`config.mk`:
```
export PLATFORM = sky130hd
export DESIGN_NAME = dsp_load_ctr_core
export DESIGN_NICKNAME = d
export VERILOG_FILES = /design/src/rtl/dsp_load_ctr_core.sv
export SDC_FILE = /design/constraint.sdc
export NUM_CORES = 1
export LEC_CHECK = 0
export ABC_CLOCK_PERIOD_IN_PS = 2000
export BUFFER_PORTS_ARGS = -buffer_cell sky130_fd_sc_hd__clkbuf_2
export CAP_MARGIN = 20
export CORE_AREA = 2 2 74 146
export DETAILED_ROUTE_END_ITERATION = 7
export DIE_AREA = 0 0 76 148
export PLACE_DENSITY = 0.6
export SYNTH_ARGS = -nofsm -noshare
export SYNTH_HDL_FRONTEND = slang
export SYNTH_SLANG_ARGS = --single-unit
export TNS_END_PERCENT = 20
```
`constraint.sdc`:
```
create_clock -name i_clk -period 2 [get_ports i_clk]
set_input_delay 0.4 -clock i_clk [delete_from_list [all_inputs] [get_ports i_clk]]
set_output_delay 0.4 -clock i_clk [all_outputs]
set_load 0.03 [all_outputs]
```
`src/rtl/dsp_load_ctr_core.sv`:
```
// -----------------------------------------------------------------------------
// dsp_load_ctr_core
//
// Loadable up-counter with a fixed three-stage pipeline, shaped like a DSP-slice
// accumulator: input registers (stage 1), a second pipeline register (stage 2)
// and the counter / P register (stage 3). It generates address and index
// sequences that start from a programmable value.
//
// A request (enable/load/start_val) sampled at edge N acts on the counter at
// edge N+2. Loads need enable in the same sample cycle; a load without enable
// is dropped. Load has priority over increment. Increment wraps modulo
// 2^COUNTER_WIDTH.
//
// Ports:
//   i_clk        : clock, all state updates on the rising edge
//   i_rst        : synchronous active-high reset, clears every register
//   i_enable     : count/load qualifier
//   i_start_val  : value loaded when a qualified load reaches the counter
//   i_load       : load request
//   o_ctr_val    : counter value, driven straight from the counter flop
//
// Handshake: none. The block is always ready and accepts a new request on
// every clock edge; there is no backpressure and no status output.
// -----------------------------------------------------------------------------
module dsp_load_ctr_core #(
  parameter int COUNTER_WIDTH = 32
) (
  input  logic                     i_clk,
  input  logic                     i_rst,
  input  logic                     i_enable,
  input  logic [COUNTER_WIDTH-1:0] i_start_val,
  input  logic                     i_load,
  output logic [COUNTER_WIDTH-1:0] o_ctr_val
);

  // Stage 1: ungated input registers.
  logic                     r_en_s1;
  logic                     r_ld_s1;
  logic [COUNTER_WIDTH-1:0] r_sv_s1;

  // Stage 2: ungated pipeline registers.
  logic                     r_en_s2;
  logic                     r_ld_s2;
  logic [COUNTER_WIDTH-1:0] r_sv_s2;

  // Stage 3: counter register.
  logic [COUNTER_WIDTH-1:0] r_ctr;
  logic [COUNTER_WIDTH-1:0] w_ctr_next;

  always_ff @(posedge i_clk) begin
    if (i_rst) begin
      r_en_s1 <= 1'b0;
      r_ld_s1 <= 1'b0;
      r_sv_s1 <= '0;
      r_en_s2 <= 1'b0;
      r_ld_s2 <= 1'b0;
      r_sv_s2 <= '0;
    end else begin
      r_en_s1 <= i_enable;
      r_ld_s1 <= i_load;
      r_sv_s1 <= i_start_val;
      r_en_s2 <= r_en_s1;
      r_ld_s2 <= r_ld_s1;
      r_sv_s2 <= r_sv_s1;
    end
  end

  // Load wins over increment; a load that arrives with enable low never
  // reaches this mux because en_s2 gates both paths.
  always_comb begin
    w_ctr_next = r_ctr;
    if (r_en_s2) begin
      if (r_ld_s2) begin
        w_ctr_next = r_sv_s2;
      end else begin
        w_ctr_next = r_ctr + {{(COUNTER_WIDTH-1){1'b0}}, 1'b1};
      end
    end
  end

  always_ff @(posedge i_clk) begin
    if (i_rst) begin
      r_ctr <= '0;
    end else begin
      r_ctr <= w_ctr_next;
    end
  end

  assign o_ctr_val = r_ctr;

endmodule

```
# Word level (Yosys, flattened, before mapping)
# Cells that the tools add are included.
[totals]
regBits = 100
latchBits = 0
ramBits = 0
mem_bits_ro = 0
inputBits = 36
word_cells = 9
mem_count = 0
[op_classes]
n_addsub = 1
n_mul = 0
div = 0
order_cmp = 0
eq_ne = 0
shifts = 0
n_mux = 1
bitwise = 0
reduce_logical = 0
[ops]
columns = ["operator", "count"]
rows = [
  ["adder 32 x 1 -> 32 bit, second input constant", 1],
  ["2-to-1 mux 32 bit", 1],
]

# Depth between registers and ports, before layout
[logic_depth]
depth_word = 2
ltp_mapped = 7
depth_no_buf = 6

# Worst setup path before layout
# Ideal clock, no wire load.
[synth_timing]
kind = "flip-flop to flip-flop"
startpoint = "register r_ctr[0] (netlist: o_ctr_val[0])"
endpoint = "register r_ctr[26] (netlist: o_ctr_val[26])"
setup_time_ns = 0.086
arrival_time_ns = 1.959
setup_slack_ns = -0.044
path_stages_with_launch = 8
path_buffers = 1
synth_period_minus_slack_ns = 2.044
path_cell_list = "dfxtp_1 ha_1 nand4_4 nor4_4 buf_6 nand4_1 mux2i_1 a211oi_1"
[synth_between]
elab_chain_cells = 2
[synth_lines]
columns = ["element", "line_no", "source"]
rows = [
  ["start, declared", "47", "logic [COUNTER_WIDTH-1:0] r_ctr;"],
  ["start signal, assigned", "85", "r_ctr <= w_ctr_next;"],
  ["adder 32 x 1 -> 32 bit", "76", "w_ctr_next = r_ctr + {{(COUNTER_WIDTH-1){1'b0}}, 1'b1};"],
  ["2-to-1 mux 32 bit", "73", "if (r_ld_s2) begin"],
]
# No other way between the ends.
# A chain may end at the register's enable or synchronous reset.

# Worst setup path in the final report
[layout_timing]
startpoint = "register r_ctr[0] (netlist: o_ctr_val[0])"
endpoint = "register r_ctr[28] (netlist: o_ctr_val[28])"
# Same word-level chain as after synthesis.

==> results.sh <==
export IMPL_status="finished, final reports clean"
export IMPL_syn_avg_cell_area_um2=9.49
export IMPL_core_area_um2=10100
export IMPL_synth_xor_area_share=0
export IMPL_synthDistinctLibCells=50
export IMPL_yosysSeqAreaShare=0.511
export IMPL_critPathArrivalTime_ns=2.10
export IMPL_comb_power_share=0.056
export IMPL_first_pass_iters=5
export IMPL_ys_top_cells_by_count="100 x dfxtp_1, 68 x nor2b_1, 34 x nor2_1, 22 x clkbuf_1, 21 x nand2_1"
export IMPL_swShare=0.234
export IMPL_endpoint_kind="register"
export IMPL_grt_max_degree=48
export IMPL_fin_ws_ns=0.181
export IMPL_grt_usage=0.174
export IMPL_intPower_w=0.00317
export IMPL_rsz0062_at_grt="false"
export IMPL_cap_viol_max_count=0
export IMPL_max_clock_freq_mhz=550
export IMPL_wl_per_cell_um=15.1
export IMPL_start_util=0.389
export IMPL_hold_viol_final=0
export IMPL_syn_nets=450
export IMPL_place_hpwl_um=6810
export IMPL_synth_simple_area_share=0.268
export IMPL_clk_pin_slew_ns=0.07
export IMPL_worst_pin_slew_ns=0.343
export IMPL_drt_total_wl_um=9460
export IMPL_required_ns=2.28
export IMPL_synthMuxAreaShare=0.0431
export IMPL_viasPerCell=5.31
export IMPL_ant_nets=0
export IMPL_finalMaxSlewViolations=0
export IMPL_cts_hold_buf=0
export IMPL_vias=3324
export IMPL_cts_num_sinks=100
export IMPL_clockBufferDepth=2
export IMPL_crit_path_start_kind="register"
export IMPL_slowest_stage="dfxtp_2"
export IMPL_synthCells=413
export IMPL_nets=523
export IMPL_yosys_area_top_type_share=0.511
export IMPL_setup_viol=0
export IMPL_post_route_period_util=0.909
export IMPL_ys_warn_count=0
export IMPL_tns_ns=0
export IMPL_grt_pass1_vias=3202
export IMPL_pwr_share_clk=0.437
export IMPL_path_cells="ha_2 > nand4_4 > nor4_4 > buf_6 > nand4_1 > mux2_1 > nor2_1"
export IMPL_switching_power_w=0.000970
export IMPL_synthMostInstantiatedCell="dfxtp_1"
export IMPL_timing_final_crit_period_ns=1.82
export IMPL_path_max_fanout=11
export IMPL_post_route_drc_count=0
export IMPL_pwr_share_seq=0.507
export IMPL_insertion_delay_ns=0.34
export IMPL_cts_made_buffers=9
export IMPL_nFillCells=973
export IMPL_cts_setup_buffers=0
export IMPL_antenna_found_initial=0
export IMPL_drive_gt1_frac=0.253
export IMPL_fin_skew_ns=0.00550
export IMPL_die_h_um=148
export IMPL_p_leak_nw=1.97
export IMPL_place_gp_congestion=0.823
export IMPL_numPortBuffers=67
export IMPL_worstHoldPathType="input port to register"
export IMPL_cts_root_buf="clkbuf_16"
export IMPL_syn2layout_area_growth_pct=22.8
export IMPL_synth_compound_area_frac=0.141
export IMPL_synth_edff_count=0
export IMPL_detail_route_iter0_violations=182
export IMPL_design_area_um2=4810
export IMPL_synthArstFlopShare=0
export IMPL_worstSetupPathType="register to register"
export IMPL_pre_cts_ws_ns=0.128
export IMPL_ys_seq_elements=100
export IMPL_worst_hold_slack_ns=0.260
export IMPL_synth_main_ff_cell="dfxtp_1"
export IMPL_io_pins=68
export IMPL_die_x_um=76
export IMPL_cts_max_level=3
export IMPL_slew_headroom=0.771
export IMPL_synthAdderAreaFrac=0.00319
export IMPL_placed_area_um2=4490
export IMPL_yosysTopAreaCell="dfxtp_1"
export IMPL_netlist_area_um2=3920
export IMPL_peakVddDrop_v=0.000487
export IMPL_tritoncts="done"
export IMPL_grt_pass1_wl_um=15400
export IMPL_synthTopCellsByArea="dfxtp_1 51%, nor2b_1 11%, a22oi_1 3.4%, nor2_1 3.3%, mux2i_1 3.1%"
export IMPL_num_rows=52
export IMPL_grt_overflow_total=0
export IMPL_multi_input_area_um2=1790
export IMPL_powerDensity_nw_per_um2=861
export IMPL_synth_top_family_by_area="simple AND/OR/NAND/NOR gates"
export IMPL_seqCellArea_um2=2000
export IMPL_num_antenna_cells=0
export IMPL_dieArea_um2=11200
export IMPL_crit_path_max_incr_delay_ns=0.33
export IMPL_total_power_w=0.00414
-- metal layers --
layer | routed length [um] | share of wire | track usage
met2 | 5170 | 0.55 | 0.328
met5 | 0 | 0 | 0
met1 | 3520 | 0.37 | 0.178
met3 | 407 | 0.043 | 0.0311
met4 | 360 | 0.038 | 0.102
-- final cells by class --
cell class                 count  area share
sequential                   100       0.417
multi-input combinational    283       0.372
timing repair buffer          89       0.108
clock buffer                   9      0.0468
tap                          135      0.0351
clock inverter                 7      0.0195
inverter                       3     0.00234
-- timing repair --
| action | 4_1_cts | 5_1_grt |
|---|---|---|
| endpoints found under the hold margin | 0 | 0 |
| setup endpoints to repair | 0 | 2 |
| gates resized for setup | 0 | 2 |
-- cell usage in the layout, fill, tap and decap left out, types with 14 or more instances in the layout --
master / Yosys / final
o21ai_0: 16 / 16
nor2b_1: 68 / 68
a21oi_1: 15 / 15
nor2_1: 34 / 34
dfxtp_1: 100 / 98
a22oi_1: 18 / 18
nand3_1: 14 / 14
clkbuf_2: 0 / 66
buf_4: 0 / 21
nand2_1: 21 / 21
-- worst max-delay path, delay by kind of cell, from the launching register on --
family	cells	cell delay, ns
DFF	1	0.33
adders and majority gates	1	0.23
muxes	1	0.32
and+or+nand+nor	4	0.67
buffers and inverters	1	0.19
-- flip-flops by register name, indices dropped and copies added, names as in the netlist --
signal / cells
r_sv_s1: 32
r_en_s1: 1
r_ld_s1: 1
r_en_s2: 1
r_sv_s2: 32
o_ctr_val: 32
r_ld_s2: 1
-- stage by stage --
step                utilization  cells
floorplan                     -    413
global placement          0.445    610
detailed placement        0.445    610
CTS                       0.477    626
global route              0.477    626
finish                    0.477    626
-- worst paths after layout --
path / startpoint / endpoint / slack, ns / cells after the start
setup / recovery: o_ctr_val[0] / o_ctr_val[28] / 0.18 / 7
setup reg to reg: o_ctr_val[0] / o_ctr_val[28] / 0.18 / 7
hold / removal: i_start_val[20] / r_sv_s1[20] / 0.26 / 2
hold reg to reg: r_sv_s1[8] / r_sv_s2[8] / 0.44 / 1
-- kinds of logic (layout without fill, tap and decap cells) --
group	count (synthesis)	after routing
DFF	100	100
adders and majority gates	1	1
muxes	16	16
buffers and inverters	30	108
and+or+nand+nor	181	181
AOI/OAI and AO/OA	85	85
-- power groups by stage --
stage	combinational, W	clock (W)	sequential [W]
6_report	0.000233	0.00181	0.00210
3_3_place_gp	0.000231	0	0.00215
2_1_floorplan	0.000129	0	0.00215
5_1_grt	0.000259	0.00194	0.00211
3_5_place_dp	0.000235	0	0.00215
4_1_cts	0.000237	0.00186	0.00210
No activity file was read; power rests on OpenSTA's default activity.
